$ cat config.mk
export PLATFORM = sky130hd
export DESIGN_NAME = tick_timer16_flat
export DESIGN_NICKNAME = d
export VERILOG_FILES = /design/src/rtl/tick_timer16_if.sv /design/src/rtl/tick_timer16.sv /design/src/flat_wrapper.sv
export SDC_FILE = /design/constraint.sdc
export NUM_CORES = 1
export LEC_CHECK = 0
export BUFFER_PORTS_ARGS = -buffer_cell sky130_fd_sc_hd__buf_4
export CAP_MARGIN = 10
export CORE_ASPECT_RATIO = 2
export CORE_MARGIN = 10
export CORE_UTILIZATION = 63
export DETAILED_ROUTE_END_ITERATION = 10
export PLACE_DENSITY = 0.87
export SLEW_MARGIN = 20
export SYNTH_ARGS = -nofsm -noshare
export SYNTH_HDL_FRONTEND = slang
export SYNTH_SLANG_ARGS = --single-unit
$ cat constraint.sdc
create_clock -name clk -period 5.4 [get_ports clk]
set_clock_uncertainty 0.15 [all_clocks]
set_input_delay 0.27 -clock clk [delete_from_list [all_inputs] [get_ports clk]]
set_output_delay 0.27 -clock clk [all_outputs]
set_load 0.005 [all_outputs]
$ cat src/rtl/tick_timer16_if.sv
// Register bus between the CPU and the tick timer: write strobe, address,
// write data and the registered read data.
interface tick_timer16_if #(
    parameter int WIDTH = 16
);
    logic             wr_en;
    logic [1:0]       addr;
    logic [WIDTH-1:0] wdata;
    logic [WIDTH-1:0] rdata;

    modport master (
        output wr_en,
        output addr,
        output wdata,
        input  rdata
    );

    modport slave (
        input  wr_en,
        input  addr,
        input  wdata,
        output rdata
    );
endinterface

$ cat src/rtl/tick_timer16.sv
// Timer_A style 16-bit timer that advances on an external tick strobe, with
// stop/up/continuous/up-down modes and a level interrupt on period events.
module tick_timer16 #(
    parameter int WIDTH = 16
) (
    input  logic                 clk,
    input  logic                 rst,
    input  logic                 tick,
    tick_timer16_if.slave        bus,
    output logic [WIDTH-1:0]     cnt,
    output logic                 irq
);
    localparam logic [WIDTH-1:0] ONE = {{(WIDTH-1){1'b0}}, 1'b1};

    logic [WIDTH-1:0] cnt_reg, cnt_next;
    logic [WIDTH-1:0] ccr0_reg, ccr0_next;
    logic [1:0]       mc_reg, mc_next;
    logic             ie_reg, ie_next;
    logic             ifg_reg, ifg_next;
    logic             dir_reg, dir_next;
    logic [WIDTH-1:0] rdata_reg, rdata_next;
    logic [WIDTH-1:0] ctl_word;
    logic             hw_ifg;
    logic             ctl_wr;

    assign ctl_wr = bus.wr_en && (bus.addr == 2'd0);

    // CTL read view; CLR and the upper bits always read back as zero.
    assign ctl_word[1:0] = mc_reg;
    assign ctl_word[2]   = 1'b0;
    assign ctl_word[3]   = ie_reg;
    assign ctl_word[4]   = ifg_reg;
    assign ctl_word[5]   = dir_reg;
    generate
        for (genvar gi = 6; gi < WIDTH; gi++) begin : g_ctl_pad
            assign ctl_word[gi] = 1'b0;
        end
    endgenerate

    always_comb begin
        cnt_next  = cnt_reg;
        dir_next  = dir_reg;
        ccr0_next = ccr0_reg;
        mc_next   = mc_reg;
        ie_next   = ie_reg;
        hw_ifg    = 1'b0;

        // Tick-driven update always uses the MC value held before any write.
        if (tick) begin
            case (mc_reg)
                2'b01: begin
                    if (cnt_reg >= ccr0_reg) begin
                        cnt_next = '0;
                        hw_ifg   = (cnt_reg != '0);
                    end else begin
                        cnt_next = cnt_reg + ONE;
                    end
                end
                2'b10: begin
                    cnt_next = cnt_reg + ONE;
                    hw_ifg   = (cnt_reg == '1);
                end
                2'b11: begin
                    if (!dir_reg) begin
                        if (cnt_reg >= ccr0_reg) begin
                            // cnt=0 here means CCR0=0: the halt condition.
                            if (cnt_reg != '0) begin
                                dir_next = 1'b1;
                                cnt_next = cnt_reg - ONE;
                            end
                        end else begin
                            cnt_next = cnt_reg + ONE;
                        end
                    end else if (cnt_reg == ONE) begin
                        cnt_next = '0;
                        dir_next = 1'b0;
                        hw_ifg   = 1'b1;
                    end else if (cnt_reg == '0) begin
                        cnt_next = ONE;
                        dir_next = 1'b0;
                    end else begin
                        cnt_next = cnt_reg - ONE;
                    end
                end
                default: ;
            endcase
        end

        if (bus.wr_en) begin
            case (bus.addr)
                2'd0: begin
                    mc_next = bus.wdata[1:0];
                    ie_next = bus.wdata[3];
                    if (bus.wdata[2]) begin
                        cnt_next = '0;
                        dir_next = 1'b0;
                    end
                end
                2'd1: cnt_next  = bus.wdata;
                2'd2: ccr0_next = bus.wdata;
                default: ;
            endcase
        end

        // A hardware period event beats a software clear in the same cycle.
        if (hw_ifg)
            ifg_next = 1'b1;
        else if (ctl_wr)
            ifg_next = bus.wdata[4];
        else
            ifg_next = ifg_reg;

        case (bus.addr)
            2'd0:    rdata_next = ctl_word;
            2'd1:    rdata_next = cnt_reg;
            2'd2:    rdata_next = ccr0_reg;
            default: rdata_next = '0;
        endcase
    end

    always_ff @(posedge clk) begin
        if (rst) begin
            cnt_reg   <= '0;
            ccr0_reg  <= '0;
            mc_reg    <= 2'b00;
            ie_reg    <= 1'b0;
            ifg_reg   <= 1'b0;
            dir_reg   <= 1'b0;
            rdata_reg <= '0;
        end else begin
            cnt_reg   <= cnt_next;
            ccr0_reg  <= ccr0_next;
            mc_reg    <= mc_next;
            ie_reg    <= ie_next;
            ifg_reg   <= ifg_next;
            dir_reg   <= dir_next;
            rdata_reg <= rdata_next;
        end
    end

    assign bus.rdata = rdata_reg;
    assign cnt       = cnt_reg;
    assign irq       = ifg_reg & ie_reg;
endmodule

$ cat src/flat_wrapper.sv
// flat-port wrapper written by rule: the top's interface ports become plain ports
module tick_timer16_flat 
#(
    parameter int WIDTH = 16
)
  (clk, rst, tick, cnt, irq, bus_wr_en, bus_addr, bus_wdata, bus_rdata);
  tick_timer16_if #(.WIDTH(WIDTH)) bus_i ();
  input  logic clk;
  input  logic rst;
  input  logic tick;
  output logic [WIDTH-1:0] cnt;
  output logic irq;
  input wire logic [$bits(bus_i.wr_en)-1:0] bus_wr_en;
  input wire logic [$bits(bus_i.addr)-1:0] bus_addr;
  input wire logic [$bits(bus_i.wdata)-1:0] bus_wdata;
  output wire logic [$bits(bus_i.rdata)-1:0] bus_rdata;
  assign bus_i.wr_en = bus_wr_en;
  assign bus_i.addr = bus_addr;
  assign bus_i.wdata = bus_wdata;
  assign bus_rdata = bus_i.rdata;
  tick_timer16 #(.WIDTH(WIDTH)) u_core (.clk(clk), .rst(rst), .tick(tick), .bus(bus_i), .cnt(cnt), .irq(irq));
endmodule
### After elaboration in Yosys (flattened, before gate mapping)

Cells that the tools add are included.
W data, S select, Z words.

* muxes and demuxes: 29
* shift operators: 0
* add/sub/neg operators: 2
* order comparisons: 1
* multipliers: 0
* reduce and logical (&&, ||, !) cells: 7
* equality and inequality tests: 7
* divide/modulo/power cells: 0
* bitwise logic cells: 1

Operators with widths (number)
* $mux W16: 9
* $pmux W16 S3: 2
* $pmux W16 S2: 1
* $add A16 B1 Y16 const B: 1
* $eq A16 B1 Y1 const B: 1
* $eq A16 B16 Y1 const B: 1
* $ge A16 B16 Y1: 1
* $logic_not A16 Y1: 1
* $mux W1: 16
* $reduce_bool A16 Y1: 1
* $sub A16 B1 Y16 const B: 1
* $eq A2 B2 Y1 const B: 3
* $eq A2 B1 Y1 const B: 2
* $reduce_and A2 Y1: 2
* $pmux W1 S3: 1
* $logic_not A2 Y1: 1
* $reduce_bool A2 Y1: 1
* $and A1 B1 Y1: 1
* $logic_and A1 B1 Y1: 1

* output and inout bits: 33
* input bits: 22
* memory bits (read-only): 0
* memory bits (writable): 0
* latch bits: 0
* memories kept: 0
* flip-flop bits (word level): 53
* logic and storage cells: 54

### Logic depth before layout (Yosys ltp)

Gate-level depths: netlist of run 1.

* depth in word-level cells: 9
* gate-level depth with buffers: 12
* depth with buffers taken out: 11

### Worst setup path before layout of run 1

OpenSTA, ideal clock, no wires.

* kind: reg2reg
* start: register u_core.cnt_reg[14] (netlist: u_core.cnt[14])
* end: register u_core.cnt_reg[13] (netlist: u_core.cnt[13])
* stages on the path, launching flop included: 12
* path buffers: 2
* arrival: 2.616 ns
* period minus slack after synthesis: 2.895 ns
* library setup time: 0.128 ns
* data required time: 5.122 ns
* slack: 2.505 ns
* cells stage by stage: dfxtp_1 ha_1 and4_4 nand4_2 or4_4 and3_1 buf_6 and2_4 buf_6 a21o_1 a311oi_1 a211oi_1

* longest elaborated chain between the ends: 9
* elaborated cells on any way between the ends: 15
* those cells by class: 1 x order compare; 1 x eq/ne; 11 x mux; 2 x reduce/logical

Ends and longest elaborated chain
* start, declared: line tick_timer16.sv:15 `logic [WIDTH-1:0] cnt_reg, cnt_next;`
* start signal, assigned: line tick_timer16.sv:131 `cnt_reg <= cnt_next;`
* branches (longest 4 deep; another with $ge A16 B16 Y1)
* $pmux W16 S3 (*): line tick_timer16.sv:50 `case (mc_reg)`
* $mux W16 (*): line tick_timer16.sv:49 `if (tick) begin`
* $mux W16: line tick_timer16.sv:94 `if (bus.wdata[2]) begin`
* $pmux W16 S2: line tick_timer16.sv:90 `case (bus.addr)`
* $mux W16 (*): line tick_timer16.sv:89 `if (bus.wr_en) begin`

Every way passes the cells marked *.
A chain may end at the register's enable or synchronous reset.

### Worst setup path after layout of run 1

* start: register u_core.cnt_reg[9] (netlist: u_core.cnt[9])
* end: register u_core.cnt_reg[13] (netlist: u_core.cnt[13])

* longest elaborated chain between the ends: 9
* elaborated cells on any way between the ends: 17
* those cells by class: 2 x add/sub; 1 x order compare; 1 x eq/ne; 11 x mux; 2 x reduce/logical

Ends and longest elaborated chain
* $sub A16 B1 Y16 (tied with other cells): line tick_timer16.sv:69, tick_timer16.sv:82
* $mux W16, on equally long branches: line tick_timer16.sv:67, tick_timer16.sv:78
* $mux W16, on equally long branches: line tick_timer16.sv:65, tick_timer16.sv:74
* $mux W16: line tick_timer16.sv:64 `if (!dir_reg) begin`
* $pmux W16 S3 (*): line tick_timer16.sv:50
* $mux W16 (*): line tick_timer16.sv:49
* $mux W16: line tick_timer16.sv:94
* $pmux W16 S2: line tick_timer16.sv:90
* $mux W16 (*): line tick_timer16.sv:89

Every way passes the cells marked *; elsewhere a longest branch is shown, timed or not.

==> run_results.csv, run 1 <==
group,metric,value,unit
power,p_sw,0.300,mW
power,seqPwrFrac,0.441,
global_routing,gr-total-overflow,0,
floorplanning,initial_core_util,0.645,
timing,relSlewSlack,0.224,
placement,hpwl,9.28,mm
yosys,synth_cell_types,75,
critical_path,worst_r2r_path_depth,9,
placement,numPortBuffers,54,
finish,design_area,4240,um^2
route,drtAntennaViolNets,0,
worst_hold_path,hold_class,"input port to flop",
global_routing,grt_pass1_vias,4023,
route,drcViolationCount,0,
global_routing,antenna_found_initial,0,
clock_tree,cts_tree,"done",
clock_tree,clock_sinks,53,
timing,setup_violations,0,
clock_tree,cts-hold-fix-buffers,0,
critical_path,r2r_slack,1.92,ns
critical_path,arrival,3.53,ns
power,ir_worst_vdd,0.000249,V
clock_tree,clk_pin_slew,0.07,ns
timing,rsz0062_at_grt,"no",
placement,placed_area,4100,um^2
finish,multi_input_area,2450,um^2
finish,seq_area,1060,um^2
yosys,yosys-top-cells-count,"68 x nand2_1, 53 x dfxtp_1, 52 x a21oi_1",
power,internal_power,0.654,mW
floorplanning,chipWidth,75.2,um
power,power.share.clock,0.330,
timing,report.final.hold_viol_count,0,
yosys,synth.net_count,549,
floorplanning,pin_count,55,
clock_tree,clock_tree.root_cell,"clkbuf_16",
power,power_per_cell_area,225,nW/um^2
finish,final.fill_count,486,
run_status,outcome,"finished clean",
clock_tree,cts_resized,0,
yosys,synth.avg_cell_area,7.60,um^2
placement,numPlacedInstances,588,
critical_path,worstReg2RegEnd,"u_core.cnt[13]$_SDFF_PP0_",
timing,fin_crit_sh,0.644,
yosys,yosysSeqAreaShare,0.276,
timing,maxSlewViolCount,0,
clock_tree,htreeDepth,2,
clock_tree,clock_path_buffers,2,
clock_tree,postCtsSetupBuffers,0,
placement,routabilityCongestion,1.05,
yosys,synthDominantCellAreaShare,0.276,
flow_run,drv_cap,0,
critical_path,worstSetupStartpoint,"u_core.cnt[9]$_SDFF_PP0_",
power,switching_share,0.314,
timing,fin_crit,3.48,ns
finish,final-instance-count-excl-fill,596,
route,route.vias.total,4071,
timing,hold_ws,0.0303,ns
yosys,ys.flop_type,"dfxtp_1",
critical_path,r2r-start,"u_core.cnt[9]$_SDFF_PP0_",
yosys,synth_warnings,0,
timing,fmax,0.288,GHz
timing,tightest_slew,1.16,ns
floorplanning,dieArea,9810,um^2
route,vias_per_cell,6.83,
global_routing,gr-usage-all-layers,0.271,
yosys,synth_edf_count,0,
critical_path,crit_path_start_kind,"flop",
global_routing,grt_pass1_wl,20.3,mm
yosys,postSynthCellCount,506,
critical_path,worstSetupEndpoint,"u_core.cnt[13]$_SDFF_PP0_",
clock_tree,clk_latency,0.29,ns
route,drt_iter0_drc,296,
power,p_leak,1.69,nW
clock_tree,numCtsBuffers,5,
critical_path,required,5.45,ns
critical_path,cp_max_fo,10,
route,wire_per_inst,21.5,um
yosys,yosysTopAreaCell,"dfxtp_1",
floorplanning,die_y,130,um
route,totalWireLength,12.8,mm
route,drt-pass1-iter-count,5,
finish,n_antenna_cell,0,
finish,final_nets,575,
power,comb_power_share,0.229,
timing,final.setup.tns,0,ns
yosys,synth_most_common_cell,"nand2_1",
floorplanning,coreArea,5960,um^2
floorplanning,placementRows,40,
yosys,syn-cell-area,3840,um^2
critical_path,crit_type,"flop to flop",
finish,drive_gt1_frac,0.159,
yosys,synthTopCellsByArea,"dfxtp_1 28%, ha_1 6.8%, a21oi_1 6.8%",
critical_path,critPathCaptureType,"flop",
finish,syn2layout_area_growth,10.4,%
yosys,async_flop_share,0,
global_routing,grt_max_degree,41,
yosys,ys_seq_elements,53,
## worst max-delay path, cell delays in order (launching register included)
cell and delay, ns:
dfxtp_1 0.60, ha_1 0.35, a21o_1 0.22, a221o_1 0.38, a211oi_1 0.30, and3_1 0.47
and2_4 0.33, a21o_1 0.16, a311oi_1 0.12, a211oi_1 0.30
## cell families after synthesis
logic type,synth area share
flip-flops,0.276
adder cells (fa/ha/maj),0.0684
buffers and inverters,0.0898
AO/OA/AOI/OAI,0.250
multiplexers,0.0208
AND/OR/NAND/NOR,0.267
XOR/XNOR,0.0273
## final cells by class
cell class              count  share of cell area
flip-flops and latches     53               0.250
inverters                  24              0.0212
multi-input cells         391               0.577
well taps                  63              0.0186
clock buffers               8              0.0322
repair buffers             57               0.101
## stage by stage
stage               setup slack, ns   util  power, mW
finish                         1.92  0.712      0.954
global route                   1.62  0.712      0.990
CTS                            1.97  0.711      0.949
detailed placement             1.97  0.688      0.641
global placement               2.11  0.688      0.637
floorplan                      2.51      -      0.573
## per-layer routing
| layer | wire (um) | vias up | global-route usage | part of all wire |
|---|---|---|---|---|
| met5 | 0 | - | 0 | 0 |
| met4 | 921 | 0 | 0.209 | 0.072 |
| met3 | 838 | 70 | 0.0363 | 0.066 |
| met2 | 6670 | 217 | 0.475 | 0.52 |
| met1 | 4370 | 1915 | 0.276 | 0.34 |
| li1 | - | 1869 | - | - |
## cells in the final DEF (no fill, tap or decap), types with 3 or more instances in the layout
| cell type | netlist | final |
|---|---|---|
| nand2_1 | 68 | 68 |
| buf_4 | 0 | 57 |
| dfxtp_1 | 53 | 53 |
| a21oi_1 | 52 | 52 |
| nor2_1 | 43 | 43 |
| o21ai_0 | 28 | 28 |
| inv_1 | 24 | 24 |
| ha_1 | 21 | 21 |
| nand3_1 | 16 | 16 |
| nor3_1 | 16 | 15 |
| a22oi_1 | 15 | 15 |
| and3_1 | 10 | 10 |
| mux2i_1 | 8 | 8 |
| nand4_1 | 6 | 6 |
| a211oi_1 | 6 | 6 |
| xnor2_1 | 6 | 6 |
| xor2_1 | 6 | 6 |
| o31ai_1 | 5 | 5 |
| clkbuf_16 | 0 | 5 |
| a21o_1 | 4 | 4 |
| nor4_1 | 4 | 4 |
| a31oi_1 | 4 | 4 |
| and2_1 | 3 | 3 |
| nand2b_1 | 3 | 3 |
| or3_1 | 3 | 3 |
| o221ai_1 | 3 | 3 |
| a22o_1 | 3 | 3 |
| clkbuf_1 | 22 | 3 |
## power groups by stage
stage / logic [mW] / registers, mW / clock network [mW]
2_1_floorplan: 0.154 / 0.419 / 0
3_3_place_gp: 0.209 / 0.428 / 0
3_5_place_dp: 0.212 / 0.428 / 0
4_1_cts: 0.214 / 0.420 / 0.316
5_1_grt: 0.240 / 0.422 / 0.329
6_report: 0.219 / 0.420 / 0.315
## how the worst min path moves through the flow
stage | cells past startpoint | end | slack [ns] | start
finish | 3 | u_core.cnt[7]$_SDFF_PP0_ | 0.03 | bus_wdata[7]
CTS | 3 | u_core.cnt[7]$_SDFF_PP0_ | 0.03 | bus_wdata[7]
global route | 3 | u_core.cnt[7]$_SDFF_PP0_ | 0.05 | bus_wdata[7]
detailed placement | 2 | u_core.ccr0_reg[10]$_SDFFE_PP0P_ | 0.32 | u_core.ccr0_reg[10]$_SDFFE_PP0P_
global placement | 2 | u_core.ccr0_reg[2]$_SDFFE_PP0P_ | 0.31 | u_core.ccr0_reg[2]$_SDFFE_PP0P_
floorplan | 2 | u_core.cnt[7]$_SDFF_PP0_ | 0.23 | bus_wdata[7]
No activity file was read; power rests on OpenSTA's default activity.
==> run 2, diff against run 1 <==
--- a/config.mk
+++ b/config.mk
@@ -9,9 +9,9 @@
 export CAP_MARGIN = 10
 export CORE_ASPECT_RATIO = 2
 export CORE_MARGIN = 10
-export CORE_UTILIZATION = 63
+export CORE_UTILIZATION = 58
 export DETAILED_ROUTE_END_ITERATION = 10
-export PLACE_DENSITY = 0.87
+export PLACE_DENSITY = 0.81
 export SLEW_MARGIN = 20
 export SYNTH_ARGS = -nofsm -noshare
 export SYNTH_HDL_FRONTEND = slang
==> constraint.sdc (replaced) <==
create_clock -name clk -period 3.6 [get_ports clk]
set_clock_uncertainty 0.15 [all_clocks]
set_input_delay 0.18 -clock clk [delete_from_list [all_inputs] [get_ports clk]]
set_output_delay 0.18 -clock clk [all_outputs]
set_load 0.005 [all_outputs]
==> run_results.csv, run 2 (synthesis gave the netlist of run 1 again) <==
group,metric,value,unit
finish,drive_gt1_frac,0.187,
critical_path,critPathCaptureType,"flop",
critical_path,worst_r2r_path_depth,10,
route,drt-pass1-iter-count,7,
route,drt_iter0_drc,499,
global_routing,gr-usage-all-layers,0.241,
critical_path,worstSetupStartpoint,"u_core.cnt[0]$_SDFF_PP0_",
finish,n_antenna_cell,0,
power,ir_worst_vdd,0.000386,V
placement,routabilityCongestion,0.983,
finish,design_area,4500,um^2
floorplanning,dieArea,10500,um^2
critical_path,r2r_slack,0.44,ns
clock_tree,clock_path_buffers,2,
clock_tree,clock_tree.root_cell,"clkbuf_16",
timing,relSlewSlack,0.470,
power,comb_power_share,0.239,
power,p_sw,0.456,mW
global_routing,grt_pass1_vias,3928,
floorplanning,initial_core_util,0.590,
run_status,outcome,"finished clean",
power,power_per_cell_area,322,nW/um^2
route,drtAntennaViolNets,0,
critical_path,worstReg2RegEnd,"u_core.cnt[0]$_SDFF_PP0_",
timing,maxSlewViolCount,0,
global_routing,grt_max_degree,41,
placement,hpwl,9.53,mm
timing,setup_violations,0,
timing,final.setup.tns,0,ns
timing,tightest_slew,0.784,ns
clock_tree,clock_sinks,53,
worst_hold_path,hold_path_startpoint,"bus_wdata[7]",
clock_tree,htreeDepth,2,
floorplanning,die_y,135,um
clock_tree,postCtsSetupBuffers,0,
clock_tree,cts_tree,"done",
critical_path,crit_chain,"inv_1 -> ha_1 -> nand2b_1 -> a2111oi_0 -> or4_4 -> and3_1 -> and2_4 -> a21oi_1 -> o311ai_1 -> a22o_1",
global_routing,grt_pass1_wl,20.3,mm
worst_hold_path,hold_path_end,"u_core.ccr0_reg[7]$_SDFFE_PP0P_",
floorplanning,chipWidth,77.6,um
critical_path,crit_type,"flop to flop",
flow_run,drv_cap,0,
power,switching_share,0.314,
critical_path,crit_slowest_cell,"dfxtp_1",
finish,mostFrequentLayoutCells,"77 x buf_4, 68 x nand2_1, 53 x dfxtp_1",
global_routing,antenna_found_initial,0,
route,totalWireLength,12.9,mm
timing,fin_crit_sh,0.877,
timing,report.final.hold_viol_count,0,
power,design_power_total,1.45,mW
power,power.share.clock,0.334,
route,vias_per_cell,6.28,
floorplanning,coreArea,6520,um^2
finish,final_nets,603,
critical_path,critical_path_buf_inv_count,1,
floorplanning,placementRows,42,
power,internal_power,0.995,mW
placement,placed_area,4280,um^2
worst_hold_path,hold_class,"input port to flop",
critical_path,arrival,3.25,ns
floorplanning,pin_count,55,
clock_tree,clk_pin_slew,0.07,ns
timing,hold_ws,0.00531,ns
finish,mostFrequentLayoutCell,"buf_4",
placement,numPortBuffers,54,
finish,syn2layout_area_growth,17.2,%
critical_path,cp_num_cells,10,
critical_path,r2r-start,"u_core.cnt[0]$_SDFF_PP0_",
critical_path,required,3.69,ns
timing,fin_crit,3.16,ns
power,seqPwrFrac,0.427,
power,p_leak,1.83,nW
critical_path,critical-path-top-delay-family,"simple AND/OR/NAND/NOR gates",
timing,fmax,0.317,GHz
route,wire_per_inst,19.9,um
critical_path,crit_path_start_kind,"flop",
critical_path,cp_max_fo,10,
clock_tree,numCtsBuffers,5,
worst_hold_path,hold_depth,3,
timing,rsz0062_at_grt,"no",
global_routing,gr-total-overflow,0,
critical_path,max_stage_delay,0.52,ns
route,drcViolationCount,0,
route,route.vias.total,4074,
clock_tree,clk_latency,0.29,ns
## run 2: power by group through the flow
stage               registers (mW)  logic (mW)  clock network, mW
floorplan                    0.628       0.231                  0
finish                       0.620       0.347              0.484
global placement             0.632       0.326                  0
detailed placement           0.632       0.331                  0
CTS                          0.619       0.341              0.490
global route                 0.621       0.379              0.506
## run 2: tightest hold or removal path, stage by stage
cell and delay, ns:
buf_4 0.12, nand2_1 0.05, a21oi_1 0.05
## run 2: layout make-up
| cell class | instances | area, um^2 |
|---|---|---|
| clock buffer | 5 | 125 |
| clock inverter | 3 | 21.3 |
| fill | 589 | 2010 |
| inverter | 24 | 90.1 |
| multi-input combinational | 391 | 2440 |
| sequential | 53 | 1060 |
| tap | 88 | 110 |
| timing repair buffer | 85 | 658 |
## run 2: repair_timing
action,CTS,global route
hold endpoints to repair,8,0
endpoints found under the setup margin,0,0
hold buffers,8,0
resized for setup,0,0
## run 2: routing by layer
layer | wire, um | vias to the layer above | global-route usage
met5 | 0 | - | 0
met4 | 828 | 0 | 0.151
met3 | 933 | 58 | 0.0446
met2 | 6550 | 217 | 0.430
met1 | 4580 | 1877 | 0.251
li1 | - | 1922 | -
## run 2: through the flow
step,utilization,setup WS [ns],cells
6_report,0.691,0.441,649
5_1_grt,0.691,0.242,649
4_1_cts,0.691,0.490,649
3_5_place_dp,0.656,0.549,633
3_3_place_gp,0.656,0.571,633
2_1_floorplan,-,0.705,506
## run 2: how the worst max path moves through the flow
stage | to | slack [ns]
after CTS | u_core.cnt[13]$_SDFF_PP0_ | 0.49
after global routing | u_core.cnt[0]$_SDFF_PP0_ | 0.24
after floorplan | u_core.cnt[13]$_SDFF_PP0_ | 0.71
final | u_core.cnt[0]$_SDFF_PP0_ | 0.44
after global placement | u_core.cnt[0]$_SDFF_PP0_ | 0.57
after detailed placement | u_core.cnt[13]$_SDFF_PP0_ | 0.55
==> run 3, diff against run 2 <==
--- a/config.mk
+++ b/config.mk
@@ -5,11 +5,12 @@
 export SDC_FILE = /design/constraint.sdc
 export NUM_CORES = 1
 export LEC_CHECK = 0
+export ABC_AREA = 1
 export BUFFER_PORTS_ARGS = -buffer_cell sky130_fd_sc_hd__buf_4
 export CAP_MARGIN = 10
 export CORE_ASPECT_RATIO = 2
 export CORE_MARGIN = 10
-export CORE_UTILIZATION = 58
+export CORE_UTILIZATION = 59
 export DETAILED_ROUTE_END_ITERATION = 10
 export PLACE_DENSITY = 0.81
 export SLEW_MARGIN = 20
==> run_results.csv, run 3 <==
group,metric,value,unit
finish,mostFrequentLayoutCells,"195 x nand2_1, 85 x a21oi_1, 81 x inv_1",
yosys,synth_edf_count,0,
yosys,synth_cell_types,33,
placement,pre_cts_ws,0.759,ns
yosys,yosysSeqAreaShare,0.249,
placement,routabilityCongestion,1.07,
yosys,ys_seq_elements,53,
clock_tree,clk_pin_slew,0.06,ns
floorplanning,coreArea,6990,um^2
power,ir_worst_vdd,0.000440,V
clock_tree,postCtsSetupBuffers,0,
clock_tree,clk_latency,0.29,ns
global_routing,gr-usage-all-layers,0.255,
power,p_leak,2.33,nW
yosys,ys.flop_type,"dfxtp_1",
yosys,synth_simple_gate_area_frac,0.367,
route,wire_per_inst,17.6,um
route,route.vias.total,4749,
critical_path,worst_r2r_path_depth,12,
yosys,syn-cell-area,4260,um^2
yosys,async_flop_share,0,
placement,placed_area,4670,um^2
global_routing,grt_pass1_vias,4570,
worst_hold_path,hold_class,"input port to flop",
timing,tightest_slew,1.14,ns
yosys,synth_compound_area_frac,0.172,
yosys,synth.avg_cell_area,6.14,um^2
critical_path,arrival,3.02,ns
flow_run,drv_cap,0,
route,drt-pass1-iter-count,5,
global_routing,grt_use_met3,0.0378,
clock_tree,cts_resized,0,
timing,fmax,0.340,GHz
finish,final_nets,777,
yosys,yosys-top-cells-count,"195 x nand2_1, 85 x a21oi_1, 81 x inv_1",
critical_path,crit_path_start_kind,"flop",
clock_tree,clock_path_buffers,2,
floorplanning,chipWidth,80.1,um
route,totalWireLength,14.5,mm
yosys,synthTopCellsByArea,"dfxtp_1 25%, nand2_1 17%, a21oi_1 10%",
clock_tree,cts-hold-fix-buffers,0,
yosys,muxShareOfSynthArea,0,
timing,final.setup.tns,0,ns
yosys,synth_warnings,0,
worst_hold_path,hold_path_startpoint,"bus_wdata[12]",
finish,n_antenna_cell,0,
global_routing,grt-busiest-layer,"met2",
power,power_per_cell_area,382,nW/um^2
floorplanning,pin_count,55,
finish,design_area,4810,um^2
critical_path,worstSetupStartpoint,"u_core.cnt[11]$_SDFF_PP0_",
timing,maxSlewViolCount,0,
timing,layout_setup_ws,0.655,ns
global_routing,gr-usage-met2,0.430,
timing,setup_violations,0,
global_routing,antenna_found_initial,0,
yosys,synth_most_common_cell,"nand2_1",
clock_tree,htreeDepth,2,
floorplanning,initial_core_util,0.608,
placement,hpwl,11.0,mm
timing,fin_crit,2.94,ns
clock_tree,clock_tree.root_cell,"clkbuf_16",
global_routing,met1_usage,0.274,
finish,syn2layout_area_growth,13.1,%
yosys,synth_xor_area_frac,0.0288,
timing,rsz0062_at_grt,"no",
route,drtAntennaViolNets,0,
critical_path,critPathCaptureType,"flop",
floorplanning,placementRows,43,
yosys,synthAdderAreaFrac,0.0617,
route,vias_per_cell,5.76,
placement,numPortBuffers,54,
yosys,synth_top_family_by_area,"simple AND/OR/NAND/NOR gates",
timing,fin_crit_sh,0.818,
timing,hold_ws,0.0122,ns
global_routing,gr-total-overflow,0,
clock_tree,cts_tree,"done",
worst_hold_path,hold_depth,3,
route,drcViolationCount,0,
finish,drive_gt1_frac,0.163,
floorplanning,die_y,140,um
route,drt_iter0_drc,512,
critical_path,r2r-start,"u_core.cnt[11]$_SDFF_PP0_",
global_routing,grt_max_degree,33,
yosys,synth.net_count,736,
clock_tree,numCtsBuffers,5,
yosys,postSynthCellCount,693,
yosys,yosysTopAreaCell,"dfxtp_1",
timing,report.final.hold_viol_count,0,
critical_path,crit_type,"flop to flop",
finish,mostFrequentLayoutCell,"nand2_1",
run_status,outcome,"finished clean",
timing,relSlewSlack,0.239,
clock_tree,clock_sinks,53,
critical_path,cp_max_fo,13,
global_routing,grt_pass1_wl,22.7,mm
critical_path,required,3.67,ns
yosys,synthDominantCellAreaShare,0.249,
floorplanning,dieArea,11200,um^2
-- run 3: changes by cell type in the layout (fill, tap and decap cells not counted), moves of 15 or more --
| cell | previous run | this run |
|---|---|---|
| inv_1 | 24 | 81 |
| a22oi_1 | 15 | 0 |
| nand2_1 | 68 | 195 |
| nor2_1 | 43 | 67 |
| nand3_1 | 16 | 50 |
| a21oi_1 | 52 | 85 |
-- run 3: per-layer routing --
| layer | vias up | wire length, um |
|---|---|---|
| met1 | 2156 | 5380 |
| li1 | 2284 | - |
| met2 | 229 | 7060 |
| met5 | - | 0 |
| met4 | 0 | 1150 |
| met3 | 80 | 888 |
-- run 3: through the flow --
| step | power, mW | instances | util |
|---|---|---|---|
| final | 1.84 | 824 | 0.688 |
| after detailed placement | 1.36 | 817 | 0.668 |
| after CTS | 1.82 | 824 | 0.688 |
| after floorplan | 1.18 | 693 | - |
| after global routing | 1.93 | 824 | 0.688 |
| after global placement | 1.35 | 817 | 0.667 |
-- run 3: cells by family (layout without fill, tap and decap cells) --
kind of cell | after synthesis | count (layout)
buf+inv | 116 | 157
xor+xnor | 14 | 14
compound gates | 132 | 132
flops | 53 | 53
simple gates | 357 | 357
fa+ha+maj | 21 | 21
-- run 3: final cells by class --
cell class | instances | area [um^2]
Timing Repair Buffer | 65 | 488
Inverter | 85 | 319
Sequential cell | 53 | 1060
Clock buffer | 7 | 143
Fill cell | 659 | 2180
Tap cell | 90 | 113
Multi-Input combinational cell | 524 | 2690
-- run 3: where the power goes --
part           switching (mW)  internal, mW
clock network           0.200         0.273
logic                   0.477         0.237
registers              0.0330         0.616
-- run 3: critical path, cell delays in order, from the launching register on --
cell and delay, ns:
dfxtp_1 0.66, ha_1 0.34, nand2_1 0.10, inv_1 0.04
nand2_1 0.05, nand2_1 0.09, a21oi_4 0.45, nand3_2 0.18
nand2_2 0.28, a21oi_1 0.11, nand2_1 0.10, nand2_1 0.14
a21oi_1 0.16
-- run 3: final timing paths --
check	endpoint	slack [ns]
max	u_core.cnt[6]$_SDFF_PP0_	0.66
max reg2reg	u_core.cnt[6]$_SDFF_PP0_	0.66
min reg2reg	u_core.bus.rdata[13]$_SDFF_PP0_	0.32
min	u_core.cnt[12]$_SDFF_PP0_	0.01
